`config.mk`:
```
export PLATFORM = sky130hd
export DESIGN_NAME = mem_arbiter_flat
export DESIGN_NICKNAME = d
export VERILOG_FILES = /design/src/rtl/mem_arbiter_if.sv /design/src/rtl/mem_arbiter.sv /design/src/flat_wrapper.sv
export SDC_FILE = /design/constraint.sdc
export NUM_CORES = 1
export LEC_CHECK = 0
export ABC_AREA = 1
export BUFFER_PORTS_ARGS = -buffer_cell sky130_fd_sc_hd__buf_2
export CAP_MARGIN = 15
export CORE_AREA = 2 2 123 125
export CTS_CLUSTER_DIAMETER = 40
export CTS_CLUSTER_SIZE = 24
export DETAILED_ROUTE_END_ITERATION = 6
export DIE_AREA = 0 0 125 127
export PLACE_DENSITY = 0.7
export SYNTH_ARGS = -nofsm -noshare
export SYNTH_HDL_FRONTEND = slang
export SYNTH_SLANG_ARGS = --single-unit
```
`constraint.sdc`:
```
create_clock -name CLK -period 3.1 [get_ports CLK]
set_input_delay 0.31 -clock CLK [delete_from_list [all_inputs] [get_ports CLK]]
set_output_delay 0.31 -clock CLK [all_outputs]
set_load 0.005 [all_outputs]
```
`src/rtl/mem_arbiter_if.sv`:
```
`default_nettype none
// +----------------------------------------------------------------------------+
// | Module      : mem_arbiter_if                                               |
// | Description : Bundle of the fetch, data and memory-side signals of the     |
// |               single-port memory arbiter. 'slave' is the arbiter's view,   |
// |               'master' is the view of the CPU/memory environment.          |
// | Revision    : 1.0 - initial release                                        |
// +----------------------------------------------------------------------------+
interface mem_arbiter_if #(
  parameter int ADDR_W = 32,
  parameter int DATA_W = 32
);
  // instruction-fetch requester
  logic              i_req;
  logic [ADDR_W-1:0] i_addr;
  logic              i_ack;
  logic [DATA_W-1:0] i_rdata;
  // data requester
  logic              d_req;
  logic              d_we;
  logic [ADDR_W-1:0] d_addr;
  logic [DATA_W-1:0] d_wdata;
  logic              d_ack;
  logic [DATA_W-1:0] d_rdata;
  // memory side
  logic [ADDR_W-1:0] m_addr;
  logic [DATA_W-1:0] m_wdata;
  logic              m_rd;
  logic              m_wr;
  logic [DATA_W-1:0] m_rdata;
  // status
  logic              busy;
  logic              owner;

  modport slave (
    input  i_req, i_addr, d_req, d_we, d_addr, d_wdata, m_rdata,
    output i_ack, i_rdata, d_ack, d_rdata, m_addr, m_wdata, m_rd, m_wr,
           busy, owner
  );

  modport master (
    output i_req, i_addr, d_req, d_we, d_addr, d_wdata, m_rdata,
    input  i_ack, i_rdata, d_ack, d_rdata, m_addr, m_wdata, m_rd, m_wr,
           busy, owner
  );
endinterface
`default_nettype wire

```
`src/rtl/mem_arbiter.sv`:
```
`default_nettype none
// +----------------------------------------------------------------------------+
// | Module      : mem_arbiter                                                  |
// | Description : Single-port memory arbiter / access sequencer shared by the  |
// |               instruction fetch and data requesters of the multicycle CPU. |
// |               Each grant spends LAT cycles in ACCESS, then pulses the      |
// |               grantee's ack for one cycle.                                 |
// |               Macro ARB_ROUND_ROBIN_EN: when defined, a tie is granted to  |
// |               the requester not served last; otherwise data wins ties.     |
// | Revision    : 1.0 - initial release                                        |
// +----------------------------------------------------------------------------+
module mem_arbiter #(
  parameter int ADDR_W = 32,
  parameter int DATA_W = 32,
  parameter int LAT    = 2
) (
  input  wire          CLK,
  input  wire          RST,
  mem_arbiter_if.slave bus
);

  localparam logic [1:0] c_IDLE     = 2'd0;
  localparam logic [1:0] c_ACCESS   = 2'd1;
  localparam logic [1:0] c_ACK      = 2'd2;
  localparam logic [3:0] c_CNT_LOAD = 4'(LAT - 1);

  logic [1:0]        r_state;
  logic [1:0]        w_state_nxt;
  logic [3:0]        r_cnt;
  logic              r_owner;
  logic              r_we;
  logic [ADDR_W-1:0] r_addr;
  logic [DATA_W-1:0] r_wdata;
  logic [DATA_W-1:0] r_i_rdata;
  logic [DATA_W-1:0] r_d_rdata;
  logic              w_req_any;
  logic              w_pick_d;
  logic              w_cnt_done;

  assign w_req_any  = bus.i_req | bus.d_req;
  assign w_cnt_done = (r_cnt == 4'd0);

`ifdef ARB_ROUND_ROBIN_EN
  // on a tie, serve whoever was not the previous grantee
  assign w_pick_d = bus.d_req & (~bus.i_req | ~r_owner);
`else
  // data always wins a tie
  assign w_pick_d = bus.d_req;
`endif

  // state register, aborted to IDLE by reset at any time
  always_ff @(posedge CLK or negedge RST) begin
    if (!RST) r_state <= c_IDLE;
    else      r_state <= w_state_nxt;
  end

  // next-state: grant from IDLE, count out ACCESS, single ACK cycle
  always_comb begin
    w_state_nxt = r_state;
    case (r_state)
      c_IDLE:   if (w_req_any)  w_state_nxt = c_ACCESS;
      c_ACCESS: if (w_cnt_done) w_state_nxt = c_ACK;
      c_ACK:                    w_state_nxt = c_IDLE;
      default:                  w_state_nxt = c_IDLE;
    endcase
  end

  // grant latch, wait counter and read-data capture
  always_ff @(posedge CLK or negedge RST) begin
    if (!RST) begin
      r_cnt     <= 4'd0;
      r_owner   <= 1'b1;
      r_we      <= 1'b0;
      r_addr    <= '0;
      r_wdata   <= '0;
      r_i_rdata <= '0;
      r_d_rdata <= '0;
    end else begin
      case (r_state)
        c_IDLE: begin
          if (w_req_any) begin
            r_owner <= w_pick_d;
            r_cnt   <= c_CNT_LOAD;
            if (w_pick_d) begin
              r_addr  <= bus.d_addr;
              r_wdata <= bus.d_wdata;
              r_we    <= bus.d_we;
            end else begin
              // fetches are always reads; write data is left as is
              r_addr  <= bus.i_addr;
              r_we    <= 1'b0;
            end
          end
        end
        c_ACCESS: begin
          if (w_cnt_done) begin
            if (!r_we) begin
              if (r_owner) r_d_rdata <= bus.m_rdata;
              else         r_i_rdata <= bus.m_rdata;
            end
          end else begin
            r_cnt <= r_cnt - 4'd1;
          end
        end
        default: begin
        end
      endcase
    end
  end

  // strobes, acks and busy decoded from registered state only
  always_comb begin
    bus.m_rd  = 1'b0;
    bus.m_wr  = 1'b0;
    bus.i_ack = 1'b0;
    bus.d_ack = 1'b0;
    bus.busy  = (r_state != c_IDLE);
    if (r_state == c_ACCESS) begin
      bus.m_rd = ~r_we;
      bus.m_wr = r_we;
    end
    if (r_state == c_ACK) begin
      bus.i_ack = ~r_owner;
      bus.d_ack = r_owner;
    end
  end

  assign bus.m_addr  = r_addr;
  assign bus.m_wdata = r_wdata;
  assign bus.i_rdata = r_i_rdata;
  assign bus.d_rdata = r_d_rdata;
  assign bus.owner   = r_owner;

endmodule
`default_nettype wire
```
`src/flat_wrapper.sv`:
```
// flat-port wrapper written by rule: the top's interface ports become plain ports
module mem_arbiter_flat 
#(
  parameter int ADDR_W = 32,
  parameter int DATA_W = 32,
  parameter int LAT    = 2
)
  (CLK, RST, bus_i_req, bus_i_addr, bus_d_req, bus_d_we, bus_d_addr, bus_d_wdata, bus_m_rdata, bus_i_ack, bus_i_rdata, bus_d_ack, bus_d_rdata, bus_m_addr, bus_m_wdata, bus_m_rd, bus_m_wr, bus_busy, bus_owner);
  mem_arbiter_if #(.ADDR_W(ADDR_W), .DATA_W(DATA_W)) bus_i ();
  input  wire CLK;
  input  wire RST;
  input wire logic [$bits(bus_i.i_req)-1:0] bus_i_req;
  input wire logic [$bits(bus_i.i_addr)-1:0] bus_i_addr;
  input wire logic [$bits(bus_i.d_req)-1:0] bus_d_req;
  input wire logic [$bits(bus_i.d_we)-1:0] bus_d_we;
  input wire logic [$bits(bus_i.d_addr)-1:0] bus_d_addr;
  input wire logic [$bits(bus_i.d_wdata)-1:0] bus_d_wdata;
  input wire logic [$bits(bus_i.m_rdata)-1:0] bus_m_rdata;
  output wire logic [$bits(bus_i.i_ack)-1:0] bus_i_ack;
  output wire logic [$bits(bus_i.i_rdata)-1:0] bus_i_rdata;
  output wire logic [$bits(bus_i.d_ack)-1:0] bus_d_ack;
  output wire logic [$bits(bus_i.d_rdata)-1:0] bus_d_rdata;
  output wire logic [$bits(bus_i.m_addr)-1:0] bus_m_addr;
  output wire logic [$bits(bus_i.m_wdata)-1:0] bus_m_wdata;
  output wire logic [$bits(bus_i.m_rd)-1:0] bus_m_rd;
  output wire logic [$bits(bus_i.m_wr)-1:0] bus_m_wr;
  output wire logic [$bits(bus_i.busy)-1:0] bus_busy;
  output wire logic [$bits(bus_i.owner)-1:0] bus_owner;
  assign bus_i.i_req = bus_i_req;
  assign bus_i.i_addr = bus_i_addr;
  assign bus_i.d_req = bus_d_req;
  assign bus_i.d_we = bus_d_we;
  assign bus_i.d_addr = bus_d_addr;
  assign bus_i.d_wdata = bus_d_wdata;
  assign bus_i.m_rdata = bus_m_rdata;
  assign bus_i_ack = bus_i.i_ack;
  assign bus_i_rdata = bus_i.i_rdata;
  assign bus_d_ack = bus_i.d_ack;
  assign bus_d_rdata = bus_i.d_rdata;
  assign bus_m_addr = bus_i.m_addr;
  assign bus_m_wdata = bus_i.m_wdata;
  assign bus_m_rd = bus_i.m_rd;
  assign bus_m_wr = bus_i.m_wr;
  assign bus_busy = bus_i.busy;
  assign bus_owner = bus_i.owner;
  mem_arbiter #(.ADDR_W(ADDR_W), .DATA_W(DATA_W), .LAT(LAT)) u_core (.CLK(CLK), .RST(RST), .bus(bus_i));
endmodule
```
==> flow_metrics.py <==
metrics = {
    "run_status": {
        "outcome": "finished with violations",
        "violations": "design-rule violations",
    },
    "routing": {
        "vias_per_cell": 4.693,
        "route.detailed.drc": 1,
        "num_vias": 5298,
        "wl_per_cell_um": 14.05,
        "drt_pre_antenna_iters": 7,
        "drt-total-wl_um": 15870,
        "ant_nets": 0,
        "drtIter0Drc": 221,
    },
    "final_layout": {
        "fin_nets": 1067,
        "final_cell_mix": "nand2_1, buf_2, dfrtp_1",
        "final_layout_size_suffix_gt1_share_pct": 33.76,
        "design_area_um2": 7845,
        "final_cells": 1129,
        "utilization_pct": 54.39,
        "area_growth_pct": 38.32,
        "final_common_cell": "nand2_1",
        "fillers": 1402,
        "n_antenna_cell": 0,
    },
    "die": {
        "initial_core_util_pct": 39.32,
        "core_um2": 14420,
        "num_rows": 44,
        "fp.dieW_um": 125,
        "io_pins": 267,
        "die_area_um2": 15880,
        "fp.dieH_um": 127,
    },
    "power": {
        "p_comb_share_pct": 36.2,
        "leakagePower_nw": 4.472,
        "irDropWorstVdd_v": 0.0004640,
        "p_clk_share_pct": 25.8,
        "p_sw_mw": 3.024,
        "power_frac_seq_pct": 38.0,
        "power.total_mw": 8.300,
        "p_sw_share_pct": 36.43,
        "internal_power_mw": 5.276,
        "power_density_nw_per_um2": 1058,
    },
    "cts": {
        "cts_max_path_buffers": 2,
        "cts.clk_slew.worst_paths_ps": 60,
        "cts_tree": "done",
        "insertion_delay_ps": 420,
        "root_buffer": "clkbuf_16",
        "h-tree-depth": 4,
        "clkSinkCount": 136,
        "cts_buffers": 17,
    },
    "worst_setup_path": {
        "slowest_delay_ps": 420,
        "worst-path-buf-inv": 3,
        "critPathLaunchType": "flip-flop",
        "critical_path.top_delay_family": "buffers and inverters",
        "criticalPathCategory": "reg2out",
        "endpoint_kind": "output port",
        "cp.required_ps": 2790,
        "crit_path_max_fanout": 35,
        "critPathSlowestCell": "dfrtp_1",
        "worstPathCellList": "nor2_2 -> buf_4 -> inv_1 -> buf_2",
        "worst_ep_arrival_time_ps": 1580,
    },
    "place": {
        "place.detailed.hpwl_um": 11080,
        "numPortBuffers": 266,
        "gp_congestion": 0.7623,
        "placed_area_um2": 7153,
        "dp.cells": 1094,
    },
    "logic_synthesis": {
        "syn_nets": 810,
        "ys_types": 20,
        "ys_ff_latch": 136,
        "synth.area.top_cells": "dfrtp_1, nand2_1, nand3_1",
        "synth_largest_area_cell": "dfrtp_1",
        "syn_inst": 675,
        "syn-cell-area_um2": 5672,
        "syn_area_per_cell_um2": 8.403,
        "ys_seq_area_share_pct": 60.03,
        "synth_top_area_share_pct": 59.56,
        "synth_warnings": 0,
    },
    "global_route": {
        "grt_max_degree": 88,
        "grt_antenna_before_repair": 0,
        "grt_pass1_wl_um": 25850,
        "grt_overflow": 0,
        "grt_usage_pct": 20.44,
        "grt_pass1_vias": 5091,
    },
    "job": {
        "cap_viol_max_count": 0,
    },
    "sta": {
        "post-route-min-period_ps": 1893,
        "final_max_slew_viol_count": 0,
        "final.setup.tns_ps": 0,
        "period_share_pct": 61.08,
        "setup_viol": 0,
        "worst_pin_slew_ps": 731.3,
        "rsz0062_at_grt": "false",
        "fin_skew_ps": 10.18,
        "max_freq_mhz": 528.2,
        "max-slew-margin-rel_pct": 51.25,
        "hold_viol_final": 0,
    },
    "worst_hold_path": {
        "hold_class": "in2reg",
    },
}
## metal layers
| layer | track usage (%) | wire length [µm] | vias up |
|---|---|---|---|
| met3 | 6.533 | 1361 | 19 |
| met4 | 6.536 | 272 | 0 |
| met2 | 32.96 | 7385 | 222 |
| li1 | - | - | 2632 |
| met5 | 0 | 0 | - |
| met1 | 26.48 | 6848 | 2425 |
## Yosys cell counts
cell      instances
nand2_1         300
dfrtp_1         135
nor3_1            2
nor3_2            1
nor2_2            2
inv_2             3
dfstp_2           1
buf_4             4
o21ai_0          34
nor2_1            9
clkbuf_1         18
buf_2            14
inv_1            40
nand3_1          66
buf_1             3
o21ai_1          37
a21oi_1           1
nand4_1           1
ha_1              2
nand2_2           2
## what timing repair did
| action | in CTS | in global routing |
|---|---|---|
| hold endpoints to repair | 70 | 0 |
| setup buffers | 0 | 0 |
| setup endpoints to repair | 0 | 0 |
| hold buffers | 1 | 0 |
| resized for setup | 0 | 0 |
## cell families (layout without fill, tap and decap cells)
kind of cell | after synthesis | after routing | share of synthesized area [%]
buffers and inverters | 82 | 352 | 6.000
AOI/OAI and AO/OA | 72 | 72 | 6.353
adders and majority gates | 2 | 2 | 0.4411
and+or+nand+nor | 383 | 383 | 27.18
DFF | 136 | 136 | 60.03
## metrics by stage
| stage | worst slack, ps | hold WS (ps) |
|---|---|---|
| finish | 1207 | 96.35 |
| global route | 1000 | 99.95 |
| CTS | 924.6 | 91.30 |
| detailed placement | 986.6 | 365.1 |
| global placement | 1020 | 371.9 |
| floorplan | 1672 | 14.41 |
## power by group through the flow
stage | Sequential (mW) | Combinational [mW] | Clock [mW]
5_1_grt | 3.27 | 3.44 | 2.28
2_1_floorplan | 3.22 | 1.49 | 0
4_1_cts | 3.15 | 3.03 | 2.18
3_3_place_gp | 3.16 | 2.93 | 0
6_report | 3.16 | 3.00 | 2.14
3_5_place_dp | 3.15 | 3.03 | 0
## state kept, by name (all words and copies together), names as in the netlist
signal,cells
u_core.bus.d_rdata,32
u_core.bus.i_rdata,32
u_core.bus.m_addr,32
u_core.bus.m_wdata,32
u_core.r_cnt,4
u_core.r_state,2
u_core.bus.owner,1
u_core.r_we,1
## worst register-to-register path: stages, from the launching register on
cell,delay [ps]
dfrtp_1,410
nor2_2,80
buf_4,260
o21ai_4,90
buf_4,520
nand2_2,210
o21ai_1,110
o21ai_1,80
## worst paths after layout
kind / from / endpoint / slack [ps] / cells past startpoint
max in group asynchronous: RST / u_core.bus.owner / 1790 / 3
min: bus_m_rdata[11] / u_core.bus.d_rdata[11] / 100 / 3
max reg2reg: u_core.r_state[0] / u_core.r_cnt[0] / 1230 / 7
min in group asynchronous: RST / u_core.bus.d_rdata[26] / 470 / 2
max: u_core.r_state[0] / bus_busy / 1210 / 4
min reg2reg: u_core.bus.m_wdata[3] / u_core.bus.m_wdata[3] / 460 / 2
## final cells by class
cell class / count / area, µm² / area share (%)
Clock buffer: 17 / 425.4 / 5.423
Timing Repair Buffer: 277 / 1475 / 18.80
Multi-Input combinational cell: 457 / 1947 / 24.82
Clock inverter: 15 / 201.4 / 2.568
Tap cell: 184 / 230.2 / 2.935
Sequential cell: 136 / 3405 / 43.40
Inverter: 43 / 161.4 / 2.057
Power figures use the tool's default switching activity.
